===== config.mk =====
export PLATFORM = sky130hd
export DESIGN_NAME = reg_dump_reader
export DESIGN_NICKNAME = d
export VERILOG_FILES = /design/src/rtl/reg_dump_reader.sv
export SDC_FILE = /design/constraint.sdc
export NUM_CORES = 1
export LEC_CHECK = 0
export CELL_PAD_IN_SITES_DETAIL_PLACEMENT = 1
export CELL_PAD_IN_SITES_GLOBAL_PLACEMENT = 1
export CORE_AREA = 5 5 77 65
export CTS_CLUSTER_SIZE = 24
export DETAILED_ROUTE_END_ITERATION = 8
export DIE_AREA = 0 0 82 70
export DONT_BUFFER_PORTS = 1
export PLACE_DENSITY = 0.9
export SLEW_MARGIN = 20
export SYNTH_ARGS = -nofsm -noshare
export SYNTH_HDL_FRONTEND = slang
export SYNTH_SLANG_ARGS = --single-unit

===== constraint.sdc =====
create_clock -name clock -period 3.8 [get_ports clock]
set_input_delay 0.57 -clock clock [delete_from_list [all_inputs] [get_ports clock]]
set_output_delay 0.57 -clock clock [all_outputs]
set_load 0.02 [all_outputs]

===== src/rtl/reg_dump_reader.sv =====
// Debug reader that walks a register file's dedicated read port and streams
// each captured word out as an (address, data) pair over valid/ready.
module reg_dump_reader #(
  parameter int DATA_WIDTH = 32,
  parameter int ADDR_WIDTH = 5,
  parameter int NUM_REGS   = 32
) (
  input  logic                  clock,
  input  logic                  reset,
  input  logic                  start,
  input  logic                  abort,
  output logic [ADDR_WIDTH-1:0] rd_addr,
  input  logic [DATA_WIDTH-1:0] rd_data,
  output logic                  out_valid,
  input  logic                  out_ready,
  output logic [ADDR_WIDTH-1:0] out_addr,
  output logic [DATA_WIDTH-1:0] out_data,
  output logic                  busy,
  output logic                  done,
  output logic [1:0]            state
);

  typedef enum logic [1:0] {
    IDLE = 2'd0,
    READ = 2'd1,
    SEND = 2'd2,
    DONE = 2'd3
  } state_t;

  localparam logic [ADDR_WIDTH-1:0] LAST_ADDR = ADDR_WIDTH'(NUM_REGS - 1);

  state_t st;

  assign state = st;

  // Handshake: a word transfers on any rising edge where out_valid and
  // out_ready are both high; while out_valid=1 and out_ready=0 the pair holds.
  always_ff @(posedge clock) begin
    if (reset) begin
      st        <= IDLE;
      rd_addr   <= '0;
      out_valid <= 1'b0;
      out_addr  <= '0;
      out_data  <= '0;
      busy      <= 1'b0;
      done      <= 1'b0;
    end else begin
      case (st)
        IDLE: begin
          done <= 1'b0;
          if (start) begin
            rd_addr <= '0;
            busy    <= 1'b1;
            st      <= READ;
          end
        end
        READ: begin
          if (abort) begin
            out_valid <= 1'b0;
            busy      <= 1'b0;
            rd_addr   <= '0;
            st        <= IDLE;
          end else begin
            // rd_addr has been stable for a full cycle, so rd_data is settled.
            out_data  <= rd_data;
            out_addr  <= rd_addr;
            out_valid <= 1'b1;
            st        <= SEND;
          end
        end
        SEND: begin
          if (abort) begin
            out_valid <= 1'b0;
            busy      <= 1'b0;
            rd_addr   <= '0;
            st        <= IDLE;
          end else if (out_ready) begin
            out_valid <= 1'b0;
            if (rd_addr == LAST_ADDR) begin
              // busy falls and done rises together with the last acceptance.
              busy <= 1'b0;
              done <= 1'b1;
              st   <= DONE;
            end else begin
              rd_addr <= rd_addr + ADDR_WIDTH'(1);
              st      <= READ;
            end
          end
        end
        DONE: begin
          busy <= 1'b0;
          done <= 1'b0;
          st   <= IDLE;
        end
        default: begin
          st <= IDLE;
        end
      endcase
    end
  end

endmodule


==> run_results.csv, run 1 <==
group,metric,value,unit
placement,gp_routability_congestion,0.863,
die,initial_utilization,44.9,%
final_layout,final_net_count,271,
final_layout,layout.cells.most_common,"sky130_fd_sc_hd__nand2_1",
grt,grt-ovfl-total,0,
sta,timing.final.setup_violations,0,
final_layout,layout.filler_cells,524,
routing,viasPerCell,5.33,
clock_network,post-cts-setup-buffers,0,
sta,final_critical_path_setup_slack,1.52,ns
worst_hold_path,type_of_the_most_critical_hold_path,"primary input to register",
setup_path,r2r_setup_slack,1.52,ns
sta,rsz_0062_raised_after_global_routing,"false",
die,floorplan.die.width,82,um
sta,tns,0,ns
final_layout,footprint_of_the_multi_input_gates,836,um^2
synth,postSynthAreaPerCell,7.90,um^2
sta,worst_clock_skew,0.00404,ns
routing,dr.first_iter.drc_count,57,
clock_network,cts.reportedPaths.clkPinSlew,0.09,ns
synth,synth.lib_cells_used.distinct,26,
final_layout,areaGrowthSynthToFinish,6.25,%
placement,postPlaceCellArea,1870,um^2
routing,routed_wire_length_per_instance,16.4,um
setup_path,crit_arrival,2.51,ns
sta,fmax,439,MHz
sta,max-slew-margin-rel,55.1,%
sta,timing.final.crit_period,2.28,ns
setup_path,critical_path_peak_fanout,7,
synth,synth-seq-cells,47,
synth,seq_total_area_yosys,51.1,%
setup_path,worst_setup_path_start_kind,"register",
final_layout,final-seq-area,941,um^2
pwr,cellPowerDensity,469,nW/um^2
sta,finalMaxSlewViolations,0,
final_layout,stdcell_area,1960,um^2
synth,synthesis.instances,233,
die,rows,21,
sta,fin_crit_sh,60.0,%
die,core_area,4100,um^2
routing,vias_post_dr,1518,
sta,fin_hold_ws,0.335,ns
synth,synth_top_cell_by_area,"sky130_fd_sc_hd__dfxtp_1",
routing,drt-total-wl,4670,um
placement,detailedPlacementHpwl,3360,um
setup_path,worstPathRequired,4.03,ns
die,dieHeight,70,um
synth,synth.area.top_cells,"sky130_fd_sc_hd__dfxtp_1, sky130_fd_sc_hd__nand2_1, sky130_fd_sc_hd__a21oi_1",
grt,vias_in_the_first_global_route,1573,
final_layout,final_cell_mix,"sky130_fd_sc_hd__nand2_1, sky130_fd_sc_hd__a21oi_1, sky130_fd_sc_hd__dfxtp_1",
clock_network,cts_resized,0,
pwr,vdd_drop_max,276,uV
setup_path,cp-end-kind,"register",
synth,proportion_of_netlist_area_held_by_the_largest_area_contributor,51.1,%
clock_network,clkLatencyLatePin,0.29,ns
die,die_area,5740,um^2
synth,postSynthNetCount,277,
setup_path,crit_type,"register to register",
sta,hold_violations,0,
synth,synth_area,1840,um^2
job,drv.max_cap_violation_count,0,
grt,grt_pass1_wl,7670,um
placement,io_buffer_count,0,
final_layout,antennaDiodeCount,0,
outcome,run_status,"finished clean",
clock_network,tritoncts_clock_tree,"yes",
clock_network,cts-buffers-inserted,5,
clock_network,cts-root-to-sink-buffers,2,
routing,drcViolationCount,0,
clock_network,cts_num_sinks,47,
final_layout,final_layout_size_suffix_gt1_share,4.39,%
sta,tightest_slew,0.673,ns
grt,grt_usage,16.8,%
placement,place_worst_setup_slack,1.52,ns
clock_network,cts.root.buffer_cell,"sky130_fd_sc_hd__clkbuf_8",
pwr,p_leak,0.692,nW
die,num_io_pins,84,
synth,ys_warn_count,0,
routing,drt-pass1-iter-count,4,
clock_network,htree_num_levels,2,
routing,ant_nets,0,
grt,number_of_antenna_violations_at_the_first_check_in_global_routing,0,
clock_network,postCtsHoldBufs,0,
grt,grt_start_max_net_pins,48,
==> flip-flops by register name, indices dropped and copies added (netlist names) <==
name and flops:
busy 1, out_addr 5, out_valid 1, state 2
done 1, out_data 32, rd_addr 5
==> layer usage <==
metal	vias up	share of wire (%)	track usage, %
met5	-	0	0
met3	2	12	8.61
li1	762	-	-
met4	0	0.41	2.77
met2	55	47	27.2
met1	699	40	20.0
==> report_power, final <==
part	total, mW	switching (mW)	internal (mW)
Sequential	0.557	0.0426	0.514
Clock	0.288	0.160	0.129
Combinational	0.0725	0.0472	0.0253
Total	0.918	0.249	0.668
==> worst max-delay path, cell delays in order, from the launching register on <==
cell                      delay, ns
sky130_fd_sc_hd__dfxtp_1       0.53
sky130_fd_sc_hd__inv_1         0.14
sky130_fd_sc_hd__ha_1          0.28
sky130_fd_sc_hd__nor3b_1       0.21
sky130_fd_sc_hd__or3_1         0.42
sky130_fd_sc_hd__or4_1         0.50
sky130_fd_sc_hd__a21oi_1       0.14
==> path summary, 6_finish.rpt <==
| path | start | to | cells after the start |
|---|---|---|---|
| worst min-delay path | reset | out_data[18] | 1 |
| worst min register to register | out_data[8] | out_data[8] | 2 |
| worst max register to register | state[0] | rd_addr[0] | 6 |
| worst max-delay path | state[0] | rd_addr[0] | 6 |
==> layout make-up <==
type,count,area share (%)
clock buffer,6,3.71
clock inverter,2,0.640
inverter,2,0.384
multi-input combinational,169,42.7
sequential,47,48.1
tap,57,3.65
timing repair buffer,2,0.768
==> cell usage after synthesis, drive strengths merged <==
| library cell | count |
|---|---|
| nand2 | 74 |
| nand3 | 2 |
| nor3b | 1 |
| or3 | 1 |
| nor3 | 4 |
| nor2b | 4 |
| nand2b | 2 |
| o31ai | 2 |
| a31oi | 1 |
| and2 | 1 |
| o21ai | 5 |
| ha | 7 |
| o22ai | 1 |
| buf | 2 |
| a21o | 1 |
| clkbuf | 13 |
| nand4 | 4 |
| or4 | 2 |
| dfxtp | 47 |
| a21oi | 48 |
| and3 | 1 |
| nor2 | 7 |
| inv | 2 |
| nand3b | 1 |
==> per-stage QoR <==
stage,instances,power [mW],utilization (%)
2_1_floorplan,233,0.629,-
3_5_place_dp,277,0.644,45.6
4_1_cts,285,0.936,47.7
3_3_place_gp,277,0.639,45.6
5_1_grt,285,0.975,47.7
6_report,285,0.918,47.7
==> cells by family after synthesis <==
group	after synthesis	synth area share (%)
AOI/OAI and AO/OA	58	16.3
buffers and inverters	17	3.60
and+or+nand+nor	104	24.2
adders and majority gates	7	4.76
DFF	47	51.1
Note: power is estimated with default switching activity, not from simulation.
==> run 2, diff against run 1 <==
Settings changed: CORE_AREA 5 5 77 65 to 5 5 84 71, DIE_AREA 0 0 82 70 to 0 0 89 76, PLACE_DENSITY 0.9 to 0.81.
Clock period 3.8 ns to 1.9 ns, I/O delays scaled along.
==> run 2 against run 1 <==
  * Sequential power increased by 99%
  * Cell count rose by 7.7%
  * Die area grew 18%
  * First-iteration DRC count decreased by 33%
  * Critical path type unchanged
==> run_results.csv, run 2 (synthesized netlist as in run 1, its figures left out) <==
group,metric,value,unit
outcome,run_status,"finished clean",
final_layout,stdcell_area,2110,um^2
setup_path,critPathSlowestCell,"sky130_fd_sc_hd__or4_1",
sta,finalMaxSlewViolations,0,
setup_path,cp-end-kind,"register",
placement,detailedPlacementHpwl,3540,um
sta,tightest_slew,0.341,ns
die,core_area,5130,um^2
setup_path,critical_path_peak_fanout,3,
die,initial_utilization,35.8,%
routing,vias_post_dr,1567,
setup_path,worstPathRequired,2.12,ns
routing,drt-total-wl,4830,um
sta,max-slew-margin-rel,77.3,%
setup_path,worst_path_largest_cell_delay,0.50,ns
sta,worst_clock_skew,0.00568,ns
grt,vias_in_the_first_global_route,1573,
die,dieHeight,76,um
routing,ant_nets,0,
clock_network,htree_num_levels,2,
placement,gp_routability_congestion,0.843,
worst_hold_path,type_of_the_most_critical_hold_path,"primary input to register",
clock_network,cts.root.buffer_cell,"sky130_fd_sc_hd__clkbuf_8",
setup_path,worst_setup_path_start_kind,"register",
pwr,p_leak,0.779,nW
grt,grt_pass1_wl,7780,um
setup_path,worst_r2r_path_depth,6,
clock_network,cts-buffers-inserted,5,
setup_path,crit_arrival,2.07,ns
final_layout,max_reg_flops,32,
placement,postPlaceCellArea,2010,um^2
pwr,totalPowerFinal,1.86,mW
sta,hold_violations,0,
clock_network,cts.reportedPaths.clkPinSlew,0.08,ns
sta,tns,0,ns
routing,dr.first_iter.drc_count,38,
setup_path,r2r_setup_slack,0.06,ns
placement,io_buffer_count,0,
final_layout,final_cell_mix,"sky130_fd_sc_hd__nand2_1, sky130_fd_sc_hd__a21oi_1, sky130_fd_sc_hd__dfxtp_1",
final_layout,final_net_count,286,
sta,timing.final.setup_violations,0,
pwr,cellPowerDensity,883,nW/um^2
clock_network,cts_num_sinks,47,
setup_path,crit_type,"register to register",
worst_hold_path,worstHoldStart,"reset",
routing,drt-pass1-iter-count,4,
worst_hold_path,worst_hold_path.endpoint,"state[1]",
clock_network,cts-root-to-sink-buffers,2,
grt,grt_usage,14.4,%
final_layout,final_util,41.1,%
setup_path,rr_endpoint,"rd_addr[0]",
placement,placed_cells_incl_taps,299,
sta,fin_crit_sh,97.0,%
final_layout,reg.largest.list,"out_data (32), out_addr (5), rd_addr (5)",
clock_network,tritoncts_clock_tree,"yes",
sta,rsz_0062_raised_after_global_routing,"true",
job,drv.max_cap_violation_count,0,
grt,number_of_antenna_violations_at_the_first_check_in_global_routing,0,
die,rows,24,
clock_network,clkLatencyLatePin,0.29,ns
worst_hold_path,holdPathStages,1,
routing,viasPerCell,5.10,
final_layout,filler_free_cell_count_of_the_finished_design,307,
sta,fmax,543,MHz
setup_path,crit_chain,"inv_2 > ha_2 > nor2b_2 > or3_1 > or4_1 > a21oi_2",
routing,routed_wire_length_per_instance,15.7,um
sta,timing.final.crit_period,1.84,ns
final_layout,areaGrowthSynthToFinish,14.5,%
grt,grt_start_max_net_pins,48,
final_layout,layout.cells.most_common,"sky130_fd_sc_hd__nand2_1",
final_layout,max_flop_register,"out_data",
grt,grt-ovfl-total,0,
final_layout,final_layout_size_suffix_gt1_share,13.2,%
setup_path,rr_startpoint,"state[1]",
die,num_io_pins,84,
routing,drcViolationCount,0,
die,floorplan.die.width,89,um
die,die_area,6760,um^2
pwr,vdd_drop_max,407,uV
final_layout,antennaDiodeCount,0,
## run 2: cell count changes in the layout (fill, tap and decap cells not counted), sizes merged
cell	previous run	this run
clkinv	1	2
buf	2	17
clkinvlp	1	0
clkbuf	6	5
## run 2: cell type report
type                            count  area [um^2]
Clock buffer                        5         68.8
Clock inverter                      2         13.8
Fill cell                         627         3030
Inverter                            2         7.51
Multi-Input combinational cell    169          845
Sequential cell                    47          948
Tap cell                           65         81.3
Timing Repair Buffer               17          144
## run 2: critical path: cells and delay by family, from the launching register on
kind / cells / cell delay, ns
flops: 1 / 0.36
compound gates: 1 / 0.14
simple gates: 3 / 1.05
fa+ha+maj: 1 / 0.18
buf+inv: 1 / 0.05
## run 2: power by group
part	total [mW]	switching [mW]	internal (mW)
registers	1.11	0.0791	1.03
logic	0.182	0.108	0.0744
clock network	0.571	0.320	0.252
## run 2: timing repair
item,in CTS,in global routing
buffers inserted,0,1
endpoints found under the hold margin,0,0
resized for setup,0,2
endpoints found under the setup margin,0,2
hold buffers,0,0
## run 2: worst max-delay path by stage
stage	start	end	slack (ns)	cells past startpoint
finish	state[1]	rd_addr[0]	0.06	6
global route	state[1]	rd_addr[0]	-0.008	6
CTS	rd_addr[0]	rd_addr[0]	0.03	6
detailed placement	rd_addr[0]	rd_addr[0]	0.06	6
global placement	rd_addr[0]	rd_addr[0]	0.16	6
floorplan	state[1]	rd_addr[0]	0.01	7
## run 2: metrics by stage
step | setup slack, ns | hold WS (ns)
after floorplan | 0.0142 | 0.421
after global placement | 0.163 | 0.353
after detailed placement | 0.0612 | 0.356
after CTS | 0.0311 | 0.0367
after global routing | -0.00849 | 0.0197
final | 0.0577 | 0.0511
## run 2: layer usage
| layer | vias up | share of wire (%) | track usage (%) |
|---|---|---|---|
| met4 | 0 | 1.1 | 4.46 |
| li1 | 793 | - | - |
| met5 | - | 0 | 0 |
| met1 | 722 | 42 | 16.9 |
| met2 | 48 | 48 | 23.8 |
| met3 | 4 | 9.4 | 5.62 |
==> run 3, diff against run 2 <==
Settings changed: CORE_AREA 5 5 84 71 to 5 5 81 68, CTS_CLUSTER_DIAMETER set to 150, DIE_AREA 0 0 89 76 to 0 0 86 73, PLACE_DENSITY 0.81 to 0.83, SLEW_MARGIN 20 to not set.
Clock period 1.9 ns to 2 ns, I/O delays scaled along.
==> run 3 against run 2 <==
  * Setup slack improved by 0.034 ns
  * Total power fell by 4.2%
  * Wire length is 2.4% higher
  * Cell area decreased by 0.95%
  * Via count grew 0.13%
  * Register-to-register slack better by 0.03 ns
  * Critical path depth did not move
  * Critical path type unchanged
  * Critical endpoint unchanged
==> run_results.csv, run 3 (synthesized netlist as in run 1, its figures left out) <==
group,metric,value,unit
outcome,run_status,"finished clean",
final_layout,layout.filler_cells,598,
job,drv.max_cap_violation_count,0,
clock_network,cts.root.buffer_cell,"sky130_fd_sc_hd__clkbuf_8",
final_layout,antennaDiodeCount,0,
clock_network,htree_num_levels,2,
clock_network,postCtsHoldBufs,0,
grt,number_of_antenna_violations_at_the_first_check_in_global_routing,0,
routing,ant_nets,0,
die,core_area,4750,um^2
setup_path,crit_type,"register to register",
setup_path,cp-end-kind,"register",
die,floorplan.die.width,86,um
final_layout,areaGrowthSynthToFinish,13.5,%
clock_network,cts_resized,0,
clock_network,post-cts-setup-buffers,0,
sta,timing.final.setup_violations,0,
sta,tightest_slew,0.359,ns
grt,grt_start_max_net_pins,48,
pwr,share_clk_of_total_power,31.5,%
placement,postPlaceCellArea,1980,um^2
clock_network,cts-buffers-inserted,5,
final_layout,reg.largest.list,"out_data (32), out_addr (5), rd_addr (5)",
sta,fmax,524,MHz
pwr,pwr-share-seq,59.0,%
clock_network,cts.reportedPaths.clkPinSlew,0.09,ns
routing,vias_post_dr,1569,
pwr,power.internal,1.29,mW
sta,hold_violations,0,
pwr,p_sw_share,27.7,%
die,initial_utilization,38.8,%
clock_network,cts_num_sinks,47,
setup_path,crit_arrival,2.13,ns
final_layout,final_util,44.0,%
grt,grt_pass1_wl,7780,um
setup_path,worstPathRequired,2.22,ns
grt,vias_in_the_first_global_route,1594,
placement,detailedPlacementHpwl,3580,um
pwr,totalPowerFinal,1.78,mW
routing,routed_wire_length_per_instance,16.3,um
routing,dr.first_iter.drc_count,39,
sta,fin_crit_sh,95.4,%
die,dieHeight,73,um
sta,rsz_0062_raised_after_global_routing,"false",
die,die_area,6280,um^2
final_layout,stdcell_area,2090,um^2
die,rows,23,
setup_path,critical_path_peak_fanout,6,
sta,fin_hold_ws,0.0612,ns
sta,tns,0,ns
routing,drcViolationCount,0,
pwr,vdd_drop_max,400,uV
grt,grt-ovfl-total,0,
pwr,power_frac_comb,9.5,%
die,num_io_pins,84,
final_layout,final_net_count,285,
pwr,p_leak,0.764,nW
placement,io_buffer_count,0,
placement,gp_routability_congestion,0.817,
sta,timing.final.crit_period,1.91,ns
pwr,switching_power_total,0.494,mW
sta,worst_clock_skew,0.00485,ns
clock_network,clkLatencyLatePin,0.29,ns
grt,grt_usage,15.6,%
sta,finalMaxSlewViolations,0,
final_layout,max_reg_flops,32,
final_layout,final_layout_size_suffix_gt1_share,12.0,%
pwr,cellPowerDensity,854,nW/um^2
routing,drt-total-wl,4950,um
final_layout,final_cell_mix,"sky130_fd_sc_hd__nand2_1, sky130_fd_sc_hd__a21oi_1, sky130_fd_sc_hd__dfxtp_1",
sta,max-slew-margin-rel,76.0,%
clock_network,tritoncts_clock_tree,"yes",
worst_hold_path,type_of_the_most_critical_hold_path,"primary input to register",
routing,viasPerCell,5.16,
clock_network,cts-root-to-sink-buffers,2,
setup_path,worst_setup_path_start_kind,"register",
routing,drt-pass1-iter-count,4,
final_layout,max_flop_register,"out_data",
final_layout,layout.cells.most_common,"sky130_fd_sc_hd__nand2_1",
==> run 3: path summary, 6_finish.rpt <==
kind                            startpoint          to  slack, ns  cells past startpoint
worst max-delay path              state[0]  rd_addr[0]       0.09                      6
worst min register to register    state[1]    state[1]       0.53                      2
worst min-delay path                 reset    state[1]       0.06                      1
worst max register to register    state[0]  rd_addr[0]       0.09                      6
==> run 3: area by class of cell <==
class	instances	area, um^2	area share [%]
clock buffer	6	72.6	3.48
clock inverter	2	12.5	0.599
inverter	2	7.51	0.359
multi-input combinational	169	846	40.5
sequential	47	948	45.4
tap	62	77.6	3.71
timing repair buffer	16	124	5.93
==> run 3: power groups by stage <==
stage                     Combinational [mW]  Clock, mW  Sequential (mW)
after floorplan                        0.125          0             1.07
after global placement                 0.159          0             1.08
after detailed placement               0.166          0             1.08
after CTS                              0.167      0.579             1.06
after global routing                   0.194      0.622             1.06
final                                  0.170      0.561             1.05
==> run 3: routing by layer <==
layer	routed length [um]	vias up	track usage [%]	part of all wire (%)
li1	-	789	-	-
met3	456	2	6.32	9.2
met1	2080	729	18.0	42
met2	2370	49	26.9	48
met5	0	-	0	0
met4	33	0	4.22	0.67
==> run 3: critical path, cell delays in order, from the launching register on <==
cell                      delay (ns)
sky130_fd_sc_hd__dfxtp_4        0.38
sky130_fd_sc_hd__inv_1          0.08
sky130_fd_sc_hd__ha_1           0.20
sky130_fd_sc_hd__nor2b_1        0.18
sky130_fd_sc_hd__or3_4          0.38
sky130_fd_sc_hd__or4_1          0.47
sky130_fd_sc_hd__a21oi_1        0.16
==> run 3: per-stage QoR <==
| step | worst slack [ns] | instances |
|---|---|---|
| 2_1_floorplan | 0.00488 | 233 |
| 3_3_place_gp | 0.158 | 296 |
| 3_5_place_dp | 0.106 | 296 |
| 4_1_cts | 0.0816 | 304 |
| 5_1_grt | 0.00180 | 304 |
| 6_report | 0.0913 | 304 |
==> variant, RTL diff (config.mk and constraints of run 3) <==
Make the reset (`reset`) asynchronous in one clocked block.
--- a/src/rtl/reg_dump_reader.sv
+++ b/src/rtl/reg_dump_reader.sv
@@ -36,5 +36,5 @@
   // Handshake: a word transfers on any rising edge where out_valid and
   // out_ready are both high; while out_valid=1 and out_ready=0 the pair holds.
-  always_ff @(posedge clock) begin
+  always_ff @(posedge clock or posedge reset) begin
     if (reset) begin
       st        <= IDLE;
Behaviour: differs if reset is asserted again (counterexample within 4 cycles, from zero or initial values and one cycle with reset high); with reset held inactive, the same outputs for 10 cycles.
==> variant against run 3 <==
Non-clock buffer count is 3 higher. Synthesized cell count is 6.9% lower. Routed wire length is 0.49% higher. Sequential cell count stayed put. Die area stayed put. Setup slack better by 0.0027 ns. Count of clock-buffer cells in the layout stayed put. Final area is 12% higher. Area after synthesis is 7.5% higher. Highest routed layer unchanged. Critical endpoint is now rd_addr[3].
Power is not compared: it rests on default switching activity, and its combinational part moved more than twofold at a synthesized area within 25%.
==> variant: results (changes against run 3) <==
| Metric | Value |
|---|---|
| Worst Hold Class | primary input to flop |
| Slowest cell on crit path | dfrtp_2 |
| Synth top cells by count | nand2_1, dfrtp_1, o21ai_0 |
| Async set-reset flop share out of synthesis | 100% (+100 points) |
| Initial antenna violation count | 0 (unchanged) |
| First-pass detailed-route iteration total | 4 (unchanged) |
| Sequential share of the synthesized area | 59.4% (+8.3 points) |
| Area contributors post-synth | dfrtp_1, nand2_1, ha_1 |
| Min-Delay Path Depth | 2 (+1) |
| Multi-input comb cells | 158 (-6.5%) |
| First-pass GRT wire length | 7.97 mm (+2.5%) |
| H-tree levels | 2 (unchanged) |
| Hold wc startpoint | rd_data[8] |
| Routed WL | 4.97 mm (+0.49%) |
| Outcome | completed |
| CP Max Fanout | 4 (-2) |
| Clock Tree Buf Depth | 2 (unchanged) |
| Synth Area in XOR/XNOR | 0% (unchanged) |
| Clock latency on the worst-skew pair | 0.30 ns |
| Sw frac | 42.2% |
| Via density | 5.08 (-1.6%) |
| Clock skew | 0.00707 ns (+0.00222 ns) |
| Most used DFF post-synth | dfrtp_1 |
| Tot GR Track Use | 16.1% (+0.51 points) |
| Post-DP HPWL | 3.71 mm (+3.6%) |
| Non-clk invs | 4 (+2) |
| Reg2reg path depth | 7 (+1) |
| Port Buf Inserts | 0 (unchanged) |
| WHS | 0.100 ns (+0.0390 ns) |
| Arr. time, crit path | 2.12 ns |
| Layout cell share with drive strength beyond 1 | 15.7% (+3.7 points) |
| Maximum VDD drop | ~0.7 mV |
| Vias in the first global route | 1616 (+1.4%) |
| GPL Wtd Cong | 0.815 (-0.24%) |
| Placed Cells incl. Taps | 287 (-3.0%) |
| NonClk Buf Share | 6.22% (+0.29 points) |
| Mux share of post-synthesis cell area | 1.14% (+1.1 points) |
| WL/cell | 16.7 microns (+2.5%) |
| R2r startpoint | rd_addr[0] |
| Worst slew pin tran | 0.692 ns (+0.333 ns) |
| Area delta synth->final | 17.9% |
| Largest net degree at the start of global routing | 36 (-25%) |
| Nonclk buf count | 19 (+3) |
| WHS Endpoint | out_data[8] |
| R2r endpoint | rd_addr[3] |
| Yosys warning total | 0 (unchanged) |
| DP Worst Slack | 0.0286 ns (-0.0773 ns) |
| Seq area share | 50.5% (+5.1 points) |
| Clk tree area frac | 5.68% (+1.6 points) |
| Placed Area | 2150 sq um (+8.4%) |
| DR iter-0 viols | 38 (-2.6%) |
| Post-Syn Instances | 217 (-6.9%) |
| Slowest Stage Delay on Critical Path | 0.41 ns (-0.06 ns) |
| Multi-input gate area | 785 sq um (-7.2%) |
| Seq Cell Count | 47 (unchanged) |
| Synthesized Nets | 261 (-5.8%) |
| Number of fill cells in the layout | 549 (-8.2%) |
| Synth Area in Adders | 4.42% (-0.33 points) |
| Synth Area in Compound Gates | 5.31% (-11 points) |
| Nets | 279 (-2.1%) |
-- variant: cell count changes after synthesis, moves of 3 or more --
cell,change
nand4_1,-4
dfrtp_1,+47
buf_1,+3
clkbuf_1,-10
o21ai_0,+5
nor2b_1,-4
dfxtp_1,-47
a21oi_1,-47
nor2_1,-6
nand2_1,+44
nor3_1,-3
-- variant: worst max-delay path by stage --
stage	startpoint	slack [ns]	end
2_1_floorplan	rd_addr[0]	0.03	rd_addr[3]
3_3_place_gp	rd_addr[0]	0.13	rd_addr[3]
3_5_place_dp	rd_addr[0]	0.03	rd_addr[3]
4_1_cts	rd_addr[0]	0.009	rd_addr[3]
5_1_grt	rd_addr[0]	-0.03	rd_addr[3]
6_report	rd_addr[0]	0.09	rd_addr[3]
-- variant: power groups by stage --
| stage | Combinational, mW | Sequential (mW) | Clock [mW] |
|---|---|---|---|
| finish | 1.02 | 1.96 | 0.817 |
| global route | 1.18 | 2.01 | 0.883 |
| CTS | 1.00 | 1.97 | 0.848 |
| detailed placement | 1.01 | 1.99 | 0 |
| global placement | 0.931 | 1.98 | 0 |
| floorplan | 0.664 | 1.94 | 0 |
-- variant: layer usage --
metal  vias to the layer above  part of all wire, %  global-route usage [%]
li1                        710                    -                       -
met2                        65                   47                    26.3
met5                         -                    0                       0
met4                         0                  1.6                    5.45
met3                        10                   10                    6.32
met1                       728                   41                    19.5
-- variant: repair_timing --
action / in CTS / in global routing
setup buffers: 0 / 2
hold buffers: 1 / 0
gates resized for setup: 0 / 5
endpoints found under the setup margin: 0 / 3
endpoints found under the hold margin: 2 / 0
-- variant: worst max-delay path: cells and delay by family (launching register included) --
kind | cells | cell delay [ns]
AOI/OAI and AO/OA | 3 | 0.52
and+or+nand+nor | 2 | 0.51
DFF | 1 | 0.41
adders and majority gates | 2 | 0.38
